File: src/rtl/ex_hazard_ctrl_pkg.sv
// Shared types for the EX-stage hazard controller.
// Forwarding select encodings, multi-cycle FSM states, PC register index.
package hazard_pkg;

  typedef enum logic [1:0] {
    FWD_RF = 2'b00,
    FWD_W  = 2'b01,
    FWD_M  = 2'b10
  } fwd_sel_t;

  typedef enum logic {
    IDLE = 1'b0,
    BUSY = 1'b1
  } mul_state_t;

  localparam logic [3:0] PC_REG = 4'hF;

endpackage

File: src/rtl/ex_hazard_ctrl_if.sv
// Pipeline <-> EX hazard controller signal bundle.
// HAZARD_PERF_EN adds the StallCnt/FlushCnt performance counters.
interface ex_hazard_ctrl_if #(
  parameter int REG_AW = 4
`ifdef HAZARD_PERF_EN
  ,parameter int CNT_W = 16
`endif
);

  logic [REG_AW-1:0] Ra1D;
  logic [REG_AW-1:0] Ra2D;
  logic [REG_AW-1:0] Ra1E;
  logic [REG_AW-1:0] Ra2E;
  logic [REG_AW-1:0] WA3E;
  logic [REG_AW-1:0] WA3M;
  logic [REG_AW-1:0] WA3W;
  logic              RegWriteM;
  logic              RegWriteW;
  logic              MemtoRegE;
  logic              PCSrcE;
  logic              MulStartE;
  logic [1:0]        ForwardAE;
  logic [1:0]        ForwardBE;
  logic              StallF;
  logic              StallD;
  logic              StallE;
  logic              FlushD;
  logic              FlushE;
  logic              FlushM;
  logic              MulBusy;
  logic              MulDone;
`ifdef HAZARD_PERF_EN
  logic [CNT_W-1:0]  StallCnt;
  logic [CNT_W-1:0]  FlushCnt;
`endif

  modport master (
`ifdef HAZARD_PERF_EN
    input  StallCnt, FlushCnt,
`endif
    output Ra1D, Ra2D, Ra1E, Ra2E,
    output WA3E, WA3M, WA3W,
    output RegWriteM, RegWriteW,
    output MemtoRegE, PCSrcE, MulStartE,
    input  ForwardAE, ForwardBE,
    input  StallF, StallD, StallE,
    input  FlushD, FlushE, FlushM,
    input  MulBusy, MulDone
  );

  modport slave (
`ifdef HAZARD_PERF_EN
    output StallCnt, FlushCnt,
`endif
    input  Ra1D, Ra2D, Ra1E, Ra2E,
    input  WA3E, WA3M, WA3W,
    input  RegWriteM, RegWriteW,
    input  MemtoRegE, PCSrcE, MulStartE,
    output ForwardAE, ForwardBE,
    output StallF, StallD, StallE,
    output FlushD, FlushE, FlushM,
    output MulBusy, MulDone
  );

endinterface

File: src/rtl/ex_hazard_ctrl_fwd_unit.sv
// Operand forwarding compare for one EX source register.
// M beats W; the PC register is never forwarded.
module fwd_unit
  import hazard_pkg::*;
#(
  parameter int REG_AW = 4
)(
  input  logic [REG_AW-1:0] i_ra,
  input  logic [REG_AW-1:0] i_wa_m,
  input  logic [REG_AW-1:0] i_wa_w,
  input  logic              i_we_m,
  input  logic              i_we_w,
  output fwd_sel_t          o_sel
);

  logic w_not_pc;
  logic w_hit_m;
  logic w_hit_w;

  assign w_not_pc = (i_ra != REG_AW'(PC_REG));
  assign w_hit_m  = i_we_m && (i_wa_m == i_ra) && w_not_pc;
  assign w_hit_w  = i_we_w && (i_wa_w == i_ra) && w_not_pc;

  always_comb begin
    o_sel = FWD_RF;
    if (w_hit_m)
      o_sel = FWD_M;
    else if (w_hit_w)
      o_sel = FWD_W;
  end

endmodule

File: src/rtl/ex_hazard_ctrl.sv
// EX-stage hazard controller: forwarding, load-use, branch flush, multi-cycle hold.
// Define HAZARD_PERF_EN for saturating stall/flush performance counters.
module ex_hazard_ctrl
  import hazard_pkg::*;
#(
  parameter int REG_AW  = 4,
  parameter int MUL_LAT = 4
`ifdef HAZARD_PERF_EN
  ,parameter int CNT_W  = 16
`endif
)(
  input logic             clk,
  input logic             rst,
  ex_hazard_ctrl_if.slave hz
);

  localparam logic [3:0] CNT_INIT = 4'(MUL_LAT - 2);

  mul_state_t r_state;
  mul_state_t w_state_nxt;
  logic [3:0] r_cnt;
  logic [3:0] w_cnt_nxt;
  logic       w_hold;
  logic       w_done;
  logic       w_idle;
  logic       w_ld;
  logic       w_br;
  logic       w_lds;
  logic       w_stall_f;
  fwd_sel_t   w_fa;
  fwd_sel_t   w_fb;

  fwd_unit #(.REG_AW(REG_AW)) u_fwd_a (
    .i_ra   (hz.Ra1E),
    .i_wa_m (hz.WA3M),
    .i_wa_w (hz.WA3W),
    .i_we_m (hz.RegWriteM),
    .i_we_w (hz.RegWriteW),
    .o_sel  (w_fa)
  );

  fwd_unit #(.REG_AW(REG_AW)) u_fwd_b (
    .i_ra   (hz.Ra2E),
    .i_wa_m (hz.WA3M),
    .i_wa_w (hz.WA3W),
    .i_we_m (hz.RegWriteM),
    .i_we_w (hz.RegWriteW),
    .o_sel  (w_fb)
  );

  always_ff @(posedge clk) begin
    if (!rst) begin
      r_state <= IDLE;
      r_cnt   <= '0;
    end else begin
      r_state <= w_state_nxt;
      r_cnt   <= w_cnt_nxt;
    end
  end

  // w_hold covers the issue cycle and every BUSY cycle before done
  always_comb begin
    w_state_nxt = r_state;
    w_cnt_nxt   = r_cnt;
    w_hold      = 1'b0;
    w_done      = 1'b0;
    unique case (r_state)
      IDLE: begin
        if (hz.MulStartE && !hz.PCSrcE) begin
          w_hold      = 1'b1;
          w_state_nxt = BUSY;
          w_cnt_nxt   = CNT_INIT;
        end
      end
      BUSY: begin
        if (r_cnt != 4'd0) begin
          w_hold    = 1'b1;
          w_cnt_nxt = r_cnt - 4'd1;
        end else begin
          w_done      = 1'b1;
          w_state_nxt = IDLE;
        end
      end
    endcase
  end

  assign w_idle = (r_state == IDLE);
  assign w_ld   = hz.MemtoRegE &&
                  ((hz.WA3E == hz.Ra1D) || (hz.WA3E == hz.Ra2D));
  assign w_br   = w_idle && hz.PCSrcE;
  assign w_lds  = w_idle && !w_hold && !hz.PCSrcE && w_ld;

  assign w_stall_f    = rst && (w_hold || w_lds);
  assign hz.StallF    = w_stall_f;
  assign hz.StallD    = w_stall_f;
  assign hz.StallE    = rst && w_hold;
  assign hz.FlushD    = rst && w_br;
  assign hz.FlushE    = rst && (w_br || w_lds);
  assign hz.FlushM    = rst && w_hold;
  assign hz.MulBusy   = rst && !w_idle;
  assign hz.MulDone   = rst && w_done;
  assign hz.ForwardAE = rst ? w_fa : FWD_RF;
  assign hz.ForwardBE = rst ? w_fb : FWD_RF;

`ifdef HAZARD_PERF_EN
  logic [CNT_W-1:0] r_stall_cnt;
  logic [CNT_W-1:0] r_flush_cnt;

  always_ff @(posedge clk) begin
    if (!rst) begin
      r_stall_cnt <= '0;
      r_flush_cnt <= '0;
    end else begin
      if (w_stall_f && !(&r_stall_cnt))
        r_stall_cnt <= r_stall_cnt + 1'b1;
      if (w_br && !(&r_flush_cnt))
        r_flush_cnt <= r_flush_cnt + 1'b1;
    end
  end

  assign hz.StallCnt = r_stall_cnt;
  assign hz.FlushCnt = r_flush_cnt;
`endif

endmodule

File: src/flat_wrapper.sv
// flat-port wrapper written by rule: the top's interface ports become plain ports
module ex_hazard_ctrl_flat import hazard_pkg::*;
#(
  parameter int REG_AW  = 4,
  parameter int MUL_LAT = 4

)
  (clk, rst, hz_Ra1D, hz_Ra2D, hz_Ra1E, hz_Ra2E, hz_WA3E, hz_WA3M, hz_WA3W, hz_RegWriteM, hz_RegWriteW, hz_MemtoRegE, hz_PCSrcE, hz_MulStartE, hz_ForwardAE, hz_ForwardBE, hz_StallF, hz_StallD, hz_StallE, hz_FlushD, hz_FlushE, hz_FlushM, hz_MulBusy, hz_MulDone);
  ex_hazard_ctrl_if #(.REG_AW(REG_AW)) hz_i ();
  input logic clk;
  input logic rst;
  input wire logic [$bits(hz_i.Ra1D)-1:0] hz_Ra1D;
  input wire logic [$bits(hz_i.Ra2D)-1:0] hz_Ra2D;
  input wire logic [$bits(hz_i.Ra1E)-1:0] hz_Ra1E;
  input wire logic [$bits(hz_i.Ra2E)-1:0] hz_Ra2E;
  input wire logic [$bits(hz_i.WA3E)-1:0] hz_WA3E;
  input wire logic [$bits(hz_i.WA3M)-1:0] hz_WA3M;
  input wire logic [$bits(hz_i.WA3W)-1:0] hz_WA3W;
  input wire logic [$bits(hz_i.RegWriteM)-1:0] hz_RegWriteM;
  input wire logic [$bits(hz_i.RegWriteW)-1:0] hz_RegWriteW;
  input wire logic [$bits(hz_i.MemtoRegE)-1:0] hz_MemtoRegE;
  input wire logic [$bits(hz_i.PCSrcE)-1:0] hz_PCSrcE;
  input wire logic [$bits(hz_i.MulStartE)-1:0] hz_MulStartE;
  output wire logic [$bits(hz_i.ForwardAE)-1:0] hz_ForwardAE;
  output wire logic [$bits(hz_i.ForwardBE)-1:0] hz_ForwardBE;
  output wire logic [$bits(hz_i.StallF)-1:0] hz_StallF;
  output wire logic [$bits(hz_i.StallD)-1:0] hz_StallD;
  output wire logic [$bits(hz_i.StallE)-1:0] hz_StallE;
  output wire logic [$bits(hz_i.FlushD)-1:0] hz_FlushD;
  output wire logic [$bits(hz_i.FlushE)-1:0] hz_FlushE;
  output wire logic [$bits(hz_i.FlushM)-1:0] hz_FlushM;
  output wire logic [$bits(hz_i.MulBusy)-1:0] hz_MulBusy;
  output wire logic [$bits(hz_i.MulDone)-1:0] hz_MulDone;
  assign hz_i.Ra1D = hz_Ra1D;
  assign hz_i.Ra2D = hz_Ra2D;
  assign hz_i.Ra1E = hz_Ra1E;
  assign hz_i.Ra2E = hz_Ra2E;
  assign hz_i.WA3E = hz_WA3E;
  assign hz_i.WA3M = hz_WA3M;
  assign hz_i.WA3W = hz_WA3W;
  assign hz_i.RegWriteM = hz_RegWriteM;
  assign hz_i.RegWriteW = hz_RegWriteW;
  assign hz_i.MemtoRegE = hz_MemtoRegE;
  assign hz_i.PCSrcE = hz_PCSrcE;
  assign hz_i.MulStartE = hz_MulStartE;
  assign hz_ForwardAE = hz_i.ForwardAE;
  assign hz_ForwardBE = hz_i.ForwardBE;
  assign hz_StallF = hz_i.StallF;
  assign hz_StallD = hz_i.StallD;
  assign hz_StallE = hz_i.StallE;
  assign hz_FlushD = hz_i.FlushD;
  assign hz_FlushE = hz_i.FlushE;
  assign hz_FlushM = hz_i.FlushM;
  assign hz_MulBusy = hz_i.MulBusy;
  assign hz_MulDone = hz_i.MulDone;
  ex_hazard_ctrl #(.REG_AW(REG_AW), .MUL_LAT(MUL_LAT)) u_core (.clk(clk), .rst(rst), .hz(hz_i));
endmodule
File: config.mk
export PLATFORM = sky130hd
export DESIGN_NAME = ex_hazard_ctrl_flat
export DESIGN_NICKNAME = d
export VERILOG_FILES = /design/src/rtl/ex_hazard_ctrl_pkg.sv /design/src/rtl/ex_hazard_ctrl_if.sv /design/src/rtl/ex_hazard_ctrl_fwd_unit.sv /design/src/rtl/ex_hazard_ctrl.sv /design/src/flat_wrapper.sv
export SDC_FILE = /design/constraint.sdc
export NUM_CORES = 1
export LEC_CHECK = 0
export CORE_MARGIN = 5
export CORE_UTILIZATION = 34
export CTS_CLUSTER_SIZE = 40
export DETAILED_ROUTE_END_ITERATION = 12
export GPL_TIMING_DRIVEN = 0
export HOLD_SLACK_MARGIN = 0.05
export PLACE_DENSITY = 0.8
export SLEW_MARGIN = 20
export SYNTH_ARGS = -nofsm -noshare
export SYNTH_HDL_FRONTEND = slang
export SYNTH_SLANG_ARGS = --single-unit
File: constraint.sdc
create_clock -name clk -period 1.9 [get_ports clk]
set_input_delay 0.19 -clock clk [delete_from_list [all_inputs] [get_ports clk]]
set_output_delay 0.19 -clock clk [all_outputs]
set_load 0.01 [all_outputs]
==> results.json <==
{
  "antenna_found_initial": 0,
  "powerDensity_nw_per_um2": 379,
  "rsz0062_at_grt": "true",
  "grt_util_all_layers_pct": 17.4,
  "grt_pass1_wl_um": 3630,
  "gr-max-usage-layer": "met2",
  "ys_ff_latch": 5,
  "clock_path_buffers": 2,
  "max_freq_ghz": 0.537,
  "ios": 47,
  "cp-start-kind": "register",
  "synth_seq_area_share_pct": 15.6,
  "dieArea_um2": 2860,
  "diodes": 0,
  "seqPwrFrac_pct": 24.4,
  "worstMarginPinSlew_ns": 0.306,
  "syn-num-nets": 125,
  "met2_usage_pct": 35.9,
  "leakage_nw": 0.553,
  "firstDrtPassIters": 5,
  "clk_latency_ns": 0.25,
  "coreArea_um2": 1760,
  "end_kind": "output port",
  "fill_cells": 149,
  "r2r_slack_ns": 0.30,
  "path_class": "reg2out",
  "pwr-share-comb_pct": 48.1,
  "slew_violations": 0,
  "final_area_um2": 1260,
  "critPathCapture": "hz_MulDone",
  "drc": 0,
  "cp_cell_sequence": "inv_2, ha_4, or3b_4, buf_4, nor2b_1, clkdlybuf4s15_1",
  "ctsHoldBuffers": 0,
  "numCtsBuffers": 3,
  "worst_ep_arrival_time_ns": 1.67,
  "drtAntennaViolNets": 0,
  "start_util_pct": 36.5,
  "status": "finished clean",
  "place.gp.congestion": 0.729,
  "cts-root-buf": "clkbuf_4",
  "slew_headroom_pct": 79.4,
  "cp_slowest_cell": "or3b_4",
  "clock_skew_ns": 0.00705,
  "netlist_area_um2": 643,
  "layout_commonest_cell": "clkdlybuf4s50_1",
  "drt-vias-per-instance": 4.95,
  "crit_fanout": 3,
  "nNetsFinal": 182,
  "r2r_start": "u_core.r_cnt[1]",
  "final_cell_mix": "clkdlybuf4s50_1 (31), xor2_1 (14), nand3_1 (8), dlygate4sd2_1 (7), buf_4 (7)",
  "synth-edff-count": 0,
  "dpl_cell_area_um2": 1130,
  "fin_crit_sh_pct": 98.1,
  "grtUsageMet3_pct": 4.51,
  "internal_power_mw": 0.323,
  "period_needed_ns": 1.86,
  "cp_slowest_stage_delay_ns": 0.39,
  "holdWs_ns": 0.580,
  "clkPwrFrac_pct": 27.5,
  "overflow": 0,
  "drive_above_1_share_pct": 24.3,
  "io_buffers": 46,
  "max-vdd-ir-drop_uv": 244,
  "maxCapViolations": 0,
  "critPathLaunch": "u_core.r_cnt[1]",
  "synthArstFlopShare_pct": 0,
  "p_sw_mw": 0.154,
  "ys.warnings.count": 0,
  "synthFlopType": "dfxtp_1",
  "clock-sinks": 5,
  "r2r_end": "u_core.r_cnt[2]",
  "hold_class": "reg2reg",
  "switching_share_pct": 32.2,
  "area_growth_pct": 95.9,
  "die-width_um": 53.5,
  "finalSetupViolations": 0,
  "htreeDepth": 1,
  "drt_first_iter_violations": 10,
  "syn_inst": 88,
  "hold_viol_final": 0,
  "synth.distinct_cells": 29,
  "grt_pass1_vias": 847,
  "path_clk_slew_ns": 0.05,
  "wire_per_inst_um": 14.2,
  "rows": 15,
  "grt_max_degree": 11,
  "cts_tree": "yes",
  "grt_util_met1_pct": 16.4,
  "avgSynthCellArea_um2": 7.31,
  "dieHeight_um": 53.5,
  "drt_wl_total_um": 2400,
  "dr_total_vias": 836,
  "rr_worst_depth": 8,
  "post-dp-hpwl_um": 1850,
  "p_total_mw": 0.477,
  "required_ns": 1.71
}
==> cells by family (layout without fill, tap and decap cells) <==
kind of cell | after synthesis | count (layout) | share of synthesized area, %
AO/OA/AOI/OAI | 12 | 12 | 11.7
XOR/XNOR | 20 | 20 | 27.2
flip-flops | 5 | 5 | 15.6
AND/OR/NAND/NOR | 43 | 43 | 37.0
adder cells (fa/ha/maj) | 2 | 2 | 3.89
buffers and inverters | 6 | 62 | 4.67
==> worst min path at each step <==
stage	startpoint	to	slack (ns)	depth (start not counted)
floorplan	hz_PCSrcE	u_core.r_state	0.43	2
global placement	u_core.r_cnt[3]	u_core.r_cnt[3]	0.53	2
detailed placement	u_core.r_cnt[0]	u_core.r_cnt[0]	0.55	2
CTS	u_core.r_cnt[3]	u_core.r_cnt[3]	0.57	2
global route	u_core.r_cnt[3]	u_core.r_cnt[3]	0.61	2
finish	u_core.r_cnt[3]	u_core.r_cnt[3]	0.58	2
==> stage by stage <==
step | TNS, ns | cells | utilization [%] | worst slack (ns)
after floorplan | 0 | 88 | - | 0.154
after global placement | -2.51 | 159 | 64.3 | -0.508
after detailed placement | -2.79 | 159 | 64.3 | -0.534
after CTS | -0.0205 | 167 | 69.3 | -0.0149
after global routing | -0.0397 | 169 | 71.4 | -0.0227
final | 0 | 169 | 71.4 | 0.0363
==> per-layer routing <==
layer / share of wire [%] / wire length, um / vias up
li1: - / - / 417
met1: 35 / 843 / 386
met2: 59 / 1420 / 31
met3: 5.0 / 121 / 2
met4: 0.62 / 15 / 0
met5: 0 / 0 / -
==> sequential cells by signal, summed over array words and instances, names as in the netlist <==
signal          flops
u_core.r_cnt        4
u_core.r_state      1
==> Yosys cell counts (2+ instances only) <==
cell type | count | share of area [%]
xor2_1 | 14 | 19
nand3_1 | 8 | 6.2
nand2_1 | 7 | 4.1
nor2_1 | 6 | 3.5
xnor2_1 | 6 | 8.2
dfxtp_1 | 5 | 16
and2_1 | 4 | 3.9
nor4_1 | 4 | 3.9
a31oi_1 | 3 | 2.9
inv_1 | 3 | 1.8
o21ai_0 | 3 | 2.3
a21oi_1 | 2 | 1.6
and3_1 | 2 | 1.9
buf_4 | 2 | 2.3
ha_1 | 2 | 3.9
nand4_1 | 2 | 1.9
nor2b_1 | 2 | 1.9
or2_2 | 2 | 1.9
==> power by group through the flow <==
stage	Combinational [mW]	Sequential [mW]	Clock (mW)
global placement	0.198	0.116	0
global route	0.250	0.117	0.142
detailed placement	0.205	0.116	0
finish	0.229	0.116	0.131
floorplan	0.0819	0.115	0
CTS	0.217	0.116	0.135
==> worst max-delay path: cells and delay by family, from the launching register on <==
family | cells | cell delay, ns
simple gates | 2 | 0.49
buf+inv | 3 | 0.48
flops | 1 | 0.32
fa+ha+maj | 1 | 0.13
==> area by class of cell <==
type	count	area, um2	share of cell area, %
repair buffers	53	495	39.3
clock buffers	3	22.5	1.79
inverters	3	11.3	0.894
flip-flops and latches	5	104	8.24
clock inverters	1	5.00	0.397
multi-input cells	77	566	44.9
plain buffers	2	25.0	1.99
well taps	25	31.3	2.48
==> what timing repair did <==
| item | in CTS | in global routing |
|---|---|---|
| gates resized for setup | 40 | 12 |
| setup buffers | 4 | 3 |
| pin swaps | 3 | 5 |
| hold endpoints to repair | 0 | 0 |
| endpoints found under the setup margin | 11 | 6 |
No activity file was read; power rests on OpenSTA's default activity.
